**src/rtl/nn_accel_pkg.sv**
```systemverilog
// Shared definitions for the neural-network accelerator blocks.
// Holds the sequencer state encoding, default datapath widths and the
// accumulator-width helper that the layer scheduler will also use.
package nn_accel_pkg;

  localparam int DEF_DATA_WIDTH = 8;
  localparam int DEF_ADDR_WIDTH = 6;

  typedef enum logic [1:0] {
    S_IDLE  = 2'd0,
    S_READ  = 2'd1,
    S_DRAIN = 2'd2,
    S_DONE  = 2'd3
  } state_e;

  // Two full-width signed products plus one bit per address bit of growth;
  // this cannot overflow for any vector length up to 2^addr_w.
  function automatic int acc_width(input int data_w, input int addr_w);
    return 2 * data_w + addr_w;
  endfunction

endpackage

```
**src/rtl/mac_unit.sv**
```systemverilog
// Signed multiply-accumulate with synchronous clear and enable.
// Ports:
//   i_clk, i_rst_n : clock, asynchronous active-low reset
//   i_clr          : clear accumulator at the next edge (wins over i_en)
//   i_en           : add i_a*i_b (signed) at the next edge
//   i_a, i_b       : two's-complement operands
//   o_acc_nxt      : value the accumulator takes at the next edge; lets the
//                    parent register a final result in the same edge as the
//                    last accumulate
module mac_unit #(
  parameter int DATA_WIDTH = 8,
  parameter int ACC_WIDTH  = 22
) (
  input  logic                  i_clk,
  input  logic                  i_rst_n,
  input  logic                  i_clr,
  input  logic                  i_en,
  input  logic [DATA_WIDTH-1:0] i_a,
  input  logic [DATA_WIDTH-1:0] i_b,
  output logic [ACC_WIDTH-1:0]  o_acc_nxt
);

  localparam int PW = 2 * DATA_WIDTH;

  logic [PW-1:0]        w_a_ext;
  logic [PW-1:0]        w_b_ext;
  logic [PW-1:0]        w_prod;
  logic [ACC_WIDTH-1:0] w_prod_ext;
  logic [ACC_WIDTH-1:0] r_acc;

  // The low PW bits of the product of sign-extended operands equal the
  // exact signed product, which always fits in PW bits.
  assign w_a_ext    = {{DATA_WIDTH{i_a[DATA_WIDTH-1]}}, i_a};
  assign w_b_ext    = {{DATA_WIDTH{i_b[DATA_WIDTH-1]}}, i_b};
  assign w_prod     = w_a_ext * w_b_ext;
  assign w_prod_ext = {{(ACC_WIDTH-PW){w_prod[PW-1]}}, w_prod};

  always_comb begin
    o_acc_nxt = r_acc;
    if (i_clr) begin
      o_acc_nxt = '0;
    end else if (i_en) begin
      o_acc_nxt = r_acc + w_prod_ext;
    end
  end

  always_ff @(posedge i_clk or negedge i_rst_n) begin
    if (!i_rst_n) begin
      r_acc <= '0;
    end else begin
      r_acc <= o_acc_nxt;
    end
  end

endmodule

```
**src/rtl/bram_dot_product_ctrl.sv**
```systemverilog
// Dot-product sequencer: reads an input vector and a weight vector from two
// BRAMs through their read ports, accumulates the signed products and
// returns the (optionally ReLU-clamped) sum with a start/done handshake.
//
// state   | meaning
// --------+---------------------------------------------
// S_IDLE  | waiting for i_start
// S_READ  | issuing one read per cycle to both BRAMs
// S_DRAIN | last read data returning, final accumulate
// S_DONE  | o_done pulse, o_result valid
//
// Ports:
//   i_clk, i_rst_n                    : clock, async active-low reset
//   i_start, i_vec_len, i_in_base,
//   i_w_base, i_relu_en               : request, sampled in S_IDLE only
//   o_in_b_en/addr, i_in_b_dout       : input BRAM read port
//   o_w_b_en/addr, i_w_b_dout         : weight BRAM read port
//   o_busy, o_done, o_result          : status and result (all registered)
module bram_dot_product_ctrl
  import nn_accel_pkg::*;
#(
  parameter int DATA_WIDTH = DEF_DATA_WIDTH,
  parameter int ADDR_WIDTH = DEF_ADDR_WIDTH,
  parameter int ACC_WIDTH  = acc_width(DATA_WIDTH, ADDR_WIDTH)
) (
  input  logic                  i_clk,
  input  logic                  i_rst_n,
  input  logic                  i_start,
  input  logic [ADDR_WIDTH:0]   i_vec_len,
  input  logic [ADDR_WIDTH-1:0] i_in_base,
  input  logic [ADDR_WIDTH-1:0] i_w_base,
  input  logic                  i_relu_en,
  output logic                  o_in_b_en,
  output logic [ADDR_WIDTH-1:0] o_in_b_addr,
  input  logic [DATA_WIDTH-1:0] i_in_b_dout,
  output logic                  o_w_b_en,
  output logic [ADDR_WIDTH-1:0] o_w_b_addr,
  input  logic [DATA_WIDTH-1:0] i_w_b_dout,
  output logic                  o_busy,
  output logic                  o_done,
  output logic [ACC_WIDTH-1:0]  o_result
);

  state_e                r_state, w_state_nxt;
  logic [ADDR_WIDTH:0]   r_len, w_len_nxt;
  logic [ADDR_WIDTH:0]   r_idx, w_idx_nxt;
  logic                  r_relu, w_relu_nxt;
  logic                  r_en, w_en_nxt;
  logic [ADDR_WIDTH-1:0] r_in_addr, w_in_addr_nxt;
  logic [ADDR_WIDTH-1:0] r_w_addr, w_w_addr_nxt;
  logic                  r_valid;
  logic                  r_busy, w_busy_nxt;
  logic                  r_done, w_done_nxt;
  logic [ACC_WIDTH-1:0]  r_result, w_result_nxt;
  logic                  w_acc_clr;
  logic [ACC_WIDTH-1:0]  w_acc_nxt;

  mac_unit #(
    .DATA_WIDTH (DATA_WIDTH),
    .ACC_WIDTH  (ACC_WIDTH)
  ) u_mac (
    .i_clk     (i_clk),
    .i_rst_n   (i_rst_n),
    .i_clr     (w_acc_clr),
    .i_en      (r_valid),
    .i_a       (i_in_b_dout),
    .i_b       (i_w_b_dout),
    .o_acc_nxt (w_acc_nxt)
  );

  // r_idx counts reads already presented on the port (including the one
  // being issued this cycle), so READ ends when it reaches r_len.
  always_comb begin
    w_state_nxt   = r_state;
    w_len_nxt     = r_len;
    w_idx_nxt     = r_idx;
    w_relu_nxt    = r_relu;
    w_en_nxt      = 1'b0;
    w_in_addr_nxt = r_in_addr;
    w_w_addr_nxt  = r_w_addr;
    w_result_nxt  = r_result;
    w_acc_clr     = 1'b0;
    unique case (r_state)
      S_IDLE: begin
        if (i_start) begin
          w_len_nxt  = i_vec_len;
          w_relu_nxt = i_relu_en;
          w_acc_clr  = 1'b1;
          w_idx_nxt  = '0;
          if (i_vec_len != '0) begin
            w_state_nxt   = S_READ;
            w_en_nxt      = 1'b1;
            w_idx_nxt     = (ADDR_WIDTH+1)'(1);
            w_in_addr_nxt = i_in_base;
            w_w_addr_nxt  = i_w_base;
          end else begin
            w_state_nxt = S_DRAIN;
          end
        end
      end
      S_READ: begin
        if (r_idx == r_len) begin
          w_state_nxt = S_DRAIN;
        end else begin
          w_en_nxt      = 1'b1;
          w_idx_nxt     = r_idx + (ADDR_WIDTH+1)'(1);
          w_in_addr_nxt = r_in_addr + ADDR_WIDTH'(1);
          w_w_addr_nxt  = r_w_addr + ADDR_WIDTH'(1);
        end
      end
      S_DRAIN: begin
        w_state_nxt  = S_DONE;
        w_result_nxt = (r_relu && w_acc_nxt[ACC_WIDTH-1]) ? '0 : w_acc_nxt;
      end
      S_DONE: begin
        w_state_nxt = S_IDLE;
      end
      default: begin
        w_state_nxt = S_IDLE;
      end
    endcase
    w_busy_nxt = (w_state_nxt != S_IDLE);
    w_done_nxt = (w_state_nxt == S_DONE);
  end

  always_ff @(posedge i_clk or negedge i_rst_n) begin
    if (!i_rst_n) begin
      r_state <= S_IDLE;
    end else begin
      r_state <= w_state_nxt;
    end
  end

  always_ff @(posedge i_clk or negedge i_rst_n) begin
    if (!i_rst_n) begin
      r_len     <= '0;
      r_idx     <= '0;
      r_relu    <= 1'b0;
      r_en      <= 1'b0;
      r_in_addr <= '0;
      r_w_addr  <= '0;
      r_valid   <= 1'b0;
      r_busy    <= 1'b0;
      r_done    <= 1'b0;
      r_result  <= '0;
    end else begin
      r_len     <= w_len_nxt;
      r_idx     <= w_idx_nxt;
      r_relu    <= w_relu_nxt;
      r_en      <= w_en_nxt;
      r_in_addr <= w_in_addr_nxt;
      r_w_addr  <= w_w_addr_nxt;
      r_valid   <= r_en;
      r_busy    <= w_busy_nxt;
      r_done    <= w_done_nxt;
      r_result  <= w_result_nxt;
    end
  end

  assign o_in_b_en   = r_en;
  assign o_w_b_en    = r_en;
  assign o_in_b_addr = r_in_addr;
  assign o_w_b_addr  = r_w_addr;
  assign o_busy      = r_busy;
  assign o_done      = r_done;
  assign o_result    = r_result;

endmodule

```
**config.mk**
```make
export PLATFORM = sky130hd
export DESIGN_NAME = bram_dot_product_ctrl
export DESIGN_NICKNAME = d
export VERILOG_FILES = /design/src/rtl/nn_accel_pkg.sv /design/src/rtl/mac_unit.sv /design/src/rtl/bram_dot_product_ctrl.sv
export SDC_FILE = /design/constraint.sdc
export NUM_CORES = 1
export LEC_CHECK = 0
export CAP_MARGIN = 20
export CELL_PAD_IN_SITES_DETAIL_PLACEMENT = 1
export CELL_PAD_IN_SITES_GLOBAL_PLACEMENT = 1
export CORE_MARGIN = 4
export CORE_UTILIZATION = 48
export DETAILED_ROUTE_END_ITERATION = 16
export PLACE_DENSITY = 0.88
export SETUP_SLACK_MARGIN = 0.4
export SLEW_MARGIN = 10
export SYNTH_ARGS = -nofsm -noshare
export SYNTH_HDL_FRONTEND = slang
export SYNTH_SLANG_ARGS = --single-unit
```
**constraint.sdc**
```tcl
create_clock -name i_clk -period 5.7 [get_ports i_clk]
set_input_delay 1.14 -clock i_clk [delete_from_list [all_inputs] [get_ports i_clk]]
set_output_delay 1.14 -clock i_clk [all_outputs]
set_load 0.01 [all_outputs]
```
==> results.md, run 1 <==
- CTS clock-pin slew for the worst setup and hold paths: 70 ps
- Yosys warns: 0
- CTS Sinks: 77
- Hold WC Path Type: reg2reg
- Gpl congestion: 0.9008
- Syn Area/Cell: 9.101 um2
- Post-Synth Adder-Cell Area: 0.2569
- Vias per inst: about 7.0
- Post-route insts no fill: about 1200
- Row count: 43
- Inst Count DP: 1100
- CP endpoint kind: flop
- Initial antenna violation count: 0
- Post-synth EDFFs: 0
- Global route overflow: 0
- Largest net degree at the start of global routing: 78
- Syn nets: 911
- Synth Area in Simple Gates: 0.1748
- Slew Limit Fails: 0
- Worst R2R Path Depth: 12
- Slew margin rel.: 0.2088
- DP Wirelength: 18450 um
- PortBufs: 76
- Register-to-register path setup slack: 2120 ps
- CTS root buffer: clkbuf_16
- CTS Buf Count: 9
- R2R Path Start: u_mac.r_acc[0]
- Drt drc: 0
- Initial DRC Count: 832
- Synth async-reset ratio: 1.000
- Final Hold Viols: 0
- RSZ-0062 raised after global routing: yes
- Die Y: 128.3 um
- Critical path type: in2reg
- Hold Slack: 494.4 ps
- Number of top-level pins: 77
- CTS tree: yes
- Yosys cell types: 56
- Clock Path Buffers: 2
- WL/cell: 34.61 um
- Worst hold endpoint: r_valid
- Hold_sp: o_in_b_en
- Mux cell area share after synthesis: 0.02090
- Die area: roughly 16000 um2
- Number of max-cap violations: 0
- First-pass GRT wire length: 48770 um
- Remaining antenna violation count: 0
- Clock Skew: 10.08 ps
- Initial core utilization: 0.4945
- Synthesis-stage register bit count: a little under 80
- Post-route worst setup slack: -1939 ps
- Routed WL: ~40000 um
- FMAX: 130.9 MHz
- Die X: around 130 um
- # H-tree levels: 3
- Area fraction of the dominant cell type after synthesis: 0.2775
- Area contributors post-synth: dfrtp_1 28%, fa_1 16%, ha_1 9.5%
- Crit Path Max Fanout: 5
- WP data arrival: 7890 ps
- Layout area overhead: 45.93%
- Largest family of logic cells by synthesized area: adder cells
- Worst slack, placed: -2013 ps
- DR vias: 8069
- Status: complete, but fails checks
- First-pass iteration count of the detailed router: 5
- Clk_lat worst skew: 370 ps
- Post-synth top flop: dfrtp_1
- Share of layout cells above drive strength 1: 0.3136
- Synth Area in Compound Gates: 0.1533
- Data required, critical path: between 5000 and 6000 ps
- Post-synth top area cell: dfrtp_1
- Final min period: 7639 ps
- Core Region: between 10000 and 15000 um2
- Post-Syn Area: roughly 6900 um2
- Worst Tran Pin Value: 1177 ps
- CP Launch Type: input pin
- Diodes inserted: 0
- R2R Path End: o_result[10]
- Post-synthesis sequential area ratio: 0.2775
- WHS Path Cells: 0
- Final number of setup-violating endpoints: 37
- Number of global-route vias before repair: about 8300
- Nets: 1122
- Post-route clock period utilization: 1.340
- Area share of xor/xnor cells in the synthesized design: 0.04793
- Gr usage total: 0.3943
- Cells after Synth: 763
- Failing checks: setup timing
## per-stage QoR
stage | util | setup TNS (ps) | instance area (um2)
6_report | 0.7216 | -47790 | 10130
5_1_grt | 0.7216 | -50370 | 10130
4_1_cts | 0.6848 | -27660 | 9615
3_5_place_dp | 0.6282 | -63520 | 8821
3_3_place_gp | 0.6282 | -49020 | 8821
2_1_floorplan | - | -17850 | 7148
## registers in the layout (all words and copies together), names as in the netlist
| register | count |
|---|---|
| r_len | 7 |
| u_mac.r_acc | 22 |
| r_state | 2 |
| r_relu | 1 |
| o_result | 22 |
| o_in_b_addr | 6 |
| r_idx | 7 |
| r_valid | 1 |
| o_w_b_addr | 6 |
| o_in_b_en | 1 |
| o_busy | 1 |
| o_done | 1 |
## critical path, stage by stage
cell and delay, ps:
buf_8 110, and2_4 170, fa_1 590, inv_2 70, fa_1 530, inv_2 80
fa_2 610, inv_2 80, fa_1 550, inv_2 70, ha_4 190, nor3_4 230
o21ai_4 100, buf_4 150, buf_4 120, buf_4 130, and3_4 160, nor3_4 200
nor2_4 120, buf_4 160, ha_1 340, nand3_1 100, a211oi_1 810, a211oi_4 150
o21bai_1 240, mux2_2 380, a32o_2 280
## layer usage
metal	vias up	share of wire	GRT usage
li1	2984	-	-
met5	-	0	0
met4	0	0.12	0.2890
met1	3923	0.32	0.4053
met3	381	0.094	0.07958
met2	781	0.47	0.7040
## cells in the mapped netlist (all sizes together) (14+ instances only)
| master | count |
|---|---|
| nand2 | 68 |
| a21o | 15 |
| fa | 56 |
| inv | 103 |
| nand3 | 20 |
| a22o | 14 |
| nor2 | 46 |
| xnor2 | 25 |
| o21ai | 30 |
| and2 | 53 |
| nor3 | 19 |
| clkbuf | 15 |
| a21oi | 41 |
| dfrtp | 77 |
| ha | 53 |
## timing repair
item | CTS | global route
gates resized for setup | 138 | 82
gates cloned | 3 | 0
setup endpoints to repair | 38 | 37
setup buffers | 23 | 16
hold buffers | 0 | 0
pin swaps | 49 | 47
hold endpoints to repair | 0 | 0
## final cells by class
cell class	count	area, um2
fillers	1461	3909
well taps	180	225.2
multi-input cells	561	5314
inverters	104	390.4
clock inverters	6	63.81
repair buffers	221	1984
flip-flops and latches	77	1927
clock buffers	10	229.0
## cell usage in the layout, fill, tap and decap left out, types with 5 or more instances in the layout
cell             netlist  layout
buf_4                  1     127
inv_1                103      91
dfrtp_1               77      77
nand2_1               68      63
clkdlybuf4s50_1        0      59
fa_1                  56      51
nor2_1                46      43
and2_1                53      42
ha_1                  53      32
a21oi_1               41      27
o21ai_0               30      24
xnor2_1               25      21
buf_6                  0      20
ha_4                   0      18
nand3_1               19      16
a21o_1                15      15
nor3_1                18      14
a22o_1                14      14
inv_2                  0      12
a21oi_2                0      12
and2_4                 0      11
xor2_1                13      11
mux2i_1               10       9
clkbuf_16              0       9
buf_2                  3       7
nand2b_1               7       6
fa_2                   0       5
## how the worst max path moves through the flow
stage / start / end / cells after the start
after floorplan: i_w_b_dout[2] / o_result[10] / 26
after global placement: i_in_b_dout[7] / o_result[10] / 24
after detailed placement: i_in_b_dout[1] / o_result[10] / 26
after CTS: i_w_b_dout[2] / u_mac.r_acc[21] / 27
after global routing: i_w_b_dout[0] / o_result[19] / 27
final: i_w_b_dout[0] / o_result[19] / 27
## kinds of logic (layout without fill, tap and decap cells)
family                   after synthesis  in the layout
adder cells (fa/ha/maj)              109            109
AO/OA/AOI/OAI                        157            157
AND/OR/NAND/NOR                      243            243
multiplexers                          14             14
XOR/XNOR                              38             38
flip-flops                            77             77
buffers and inverters                125            341
Power of run 1 is not shown: default switching activity piles up to over one toggle a cycle in this logic, so the estimate is an artifact.
==> inputs of run 2 (changes only) <==
==> constraint.sdc (replaced) <==
create_clock -name i_clk -period 5.7 [get_ports i_clk]
set_input_delay 0.855 -clock i_clk [delete_from_list [all_inputs] [get_ports i_clk]]
set_output_delay 0.855 -clock i_clk [all_outputs]
set_load 0.01 [all_outputs]
==> run 2 against run 1 <==
Effect of this change: the run still ends with setup timing left; first-iteration DRC count fell by 8.7%; global-route usage decreased by 1.8 points; core utilization is 0.96 points higher; count of clock-buffer cells in the layout rose by 1.
==> results.md, run 2 (synthesis results as in run 1) <==
- Status: complete, but fails checks
- Failing checks: setup timing
- Crit Path Max Fanout: 7 (+2)
- Worst Setup EP: o_result[19]
- Final number of setup-violating endpoints: 35 (-5.4%)
- CTS Sinks: 77 (unchanged)
- CTS tree: yes
- Diodes inserted: 0 (unchanged)
- FMAX: 134.2 MHz (+2.5%)
- Routed WL: 40940 um (+2.1%)
- Initial antenna violation count: 0 (unchanged)
- Clk_lat worst skew: 380 ps (about the same)
- Slew margin rel.: 0.3064 (+0.09759)
- CTS root buffer: clkbuf_16
- Global route overflow: 0 (unchanged)
- WL/cell: 35.41 um (+2.3%)
- Hold WC Path Type: reg2reg
- Row count: 43 (unchanged)
- Register-to-register path setup slack: 1870 ps (-250 ps)
- Most common library cell in the layout ignoring fill and taps: buf_4
- Post-route clock period utilization: 1.307 (-0.03276)
- PortBufs: 76 (unchanged)
- Total Neg Setup Slack: -47060 ps (+725.4 ps)
- Remaining antenna violation count: 0 (unchanged)
- Number of global-route vias before repair: 8363 (+0.32%)
- First-pass iteration count of the detailed router: 6 (+1)
- Slew Limit Fails: 0 (unchanged)
- Initial core utilization: 0.4945 (unchanged)
- CP endpoint kind: flop
- Largest net degree at the start of global routing: 78 (unchanged)
- Layout area overhead: 47.87%
- CP Launch Type: input pin
- Nets: 1119 (-0.27%)
- Final Hold Viols: 0 (unchanged)
- Hold Slack: 475.6 ps (-18.82 ps)
- R2R Path End: o_result[15]
- Die area: 16460 um2 (unchanged)
- Worst R2R Path Depth: 10 (-2)
- R2R Path Start: u_mac.r_acc[1]
- WP data arrival: 7710 ps (-180 ps)
- Final min period: 7452 ps (-186.7 ps)
- Share of layout cells above drive strength 1: 0.3391 (+0.02555)
- Critical path type: in2reg
- Die X: 128.3 um (unchanged)
- CTS clock-pin slew for the worst setup and hold paths: 60 ps (about the same)
- Hold buffers post-CTS: 0 (unchanged)
- RSZ-0062 raised after global routing: yes
- First-pass GRT wire length: 46990 um (-3.6%)
- DR vias: 8036 (-0.41%)
- Layout Utilization: 0.7313 (+0.009623)
- Clock Path Buffers: 2 (unchanged)
- Worst Tran Pin Value: 1040 ps (-136.3 ps)
- Most frequent cells in the layout: 121 x buf_4, 78 x inv_1, 77 x dfrtp_1
- Number of max-cap violations: 0 (unchanged)
- Gpl congestion: 0.8660 (-3.9%)
- Post-route worst setup slack: -1752 ps (+186.7 ps)
- Gr usage total: 0.3765 (-0.01785)
- Die Y: 128.3 um (unchanged)
- Initial DRC Count: 760 (-8.7%)
- CTS Buf Count: 9 (unchanged)
- Vias per inst: 6.952 (-0.15%)
- # H-tree levels: 3 (unchanged)
- Number of top-level pins: 77 (unchanged)
- Filler Cell Count: 1444 (-1.2%)
- Worst setup path start: i_w_b_dout[1]
- Data required, critical path: 5960 ps (about the same)
- DP Wirelength: 18080 um (-2.1%)
- Drt drc: 0 (unchanged)
- Clock Skew: 16.97 ps (+6.885 ps)
- Core Region: 14040 um2 (unchanged)
[run 2: cell types whose count changed in the layout (fill, tap and decap cells not counted), sizes merged]
| cell | before | now |
|---|---|---|
| clkinvlp | 2 | 0 |
| clkinv | 4 | 3 |
| buf | 162 | 156 |
| clkbuf | 10 | 14 |
| inv | 103 | 104 |
| bufinv | 1 | 2 |
[run 2: repair_timing]
item | in CTS | in global routing
buffers inserted | 21 | 17
gates resized for setup | 155 | 119
endpoints found under the hold margin | 0 | 0
endpoints found under the setup margin | 37 | 36
cloned | 0 | 3
pin swaps | 66 | 102
[run 2: worst min-delay path by stage]
| stage | start | endpoint | slack, ps | cells past startpoint |
|---|---|---|---|---|
| 3_3_place_gp | o_in_b_en | r_valid | 410 | 0 |
| 4_1_cts | o_in_b_en | r_valid | 440 | 0 |
| 6_report | o_in_b_en | r_valid | 480 | 0 |
| 3_5_place_dp | o_in_b_en | r_valid | 420 | 0 |
| 5_1_grt | o_in_b_en | r_valid | 490 | 0 |
| 2_1_floorplan | o_in_b_en | r_valid | 440 | 0 |
[run 2: per-layer routing]
| layer | GRT usage | up-vias | wire length [um] | part of all wire |
|---|---|---|---|---|
| met5 | 0 | - | 71 | 0.0017 |
| met4 | 0.2197 | 2 | 4573 | 0.11 |
| met3 | 0.09125 | 384 | 4720 | 0.12 |
| met2 | 0.6853 | 783 | 18790 | 0.46 |
| met1 | 0.3897 | 3885 | 12780 | 0.31 |
| li1 | - | 2982 | - | - |
[run 2: area by class of cell]
class,instances,area [um2],area share
clock inverters,5,82.58,0.008042
well taps,180,225.2,0.02193
flip-flops and latches,77,1927,0.1876
inverters,104,395.4,0.03850
multi-input cells,561,5446,0.5304
clock buffers,11,232.7,0.02266
repair buffers,218,1959,0.1908
[run 2: worst max-delay path: stages]
cell,delay [ps]
buf_2,170
and2_1,260
ha_4,260
buf_4,140
fa_1,570
fa_1,600
inv_1,80
fa_1,610
inv_1,100
ha_1,380
a21oi_1,530
o21ai_1,290
a31o_2,330
nor3_4,270
nor2_4,110
ha_4,270
a21o_1,190
a31o_1,190
a21o_1,220
buf_6,150
a211oi_4,380
o21bai_1,160
mux2_4,340
a32o_1,230
[run 2: per-stage QoR]
step | cell area, um2 | setup WS, ps | std cells
finish | 10270 | -1752 | 1156
global route | 10270 | -1771 | 1156
global placement | 8810 | -1315 | 1099
detailed placement | 8810 | -1692 | 1099
CTS | 9593 | -684.3 | 1136
floorplan | 7144 | -433.8 | 763
Power of run 2 is left out for the same reason.
==> inputs of run 3 (changes only) <==
CAP_MARGIN = unset   (was 20)
==> results of run 3 <==
Final layout, timing and power as in run 2 (identical DEF).
Power of run 3 is left out for the same reason.
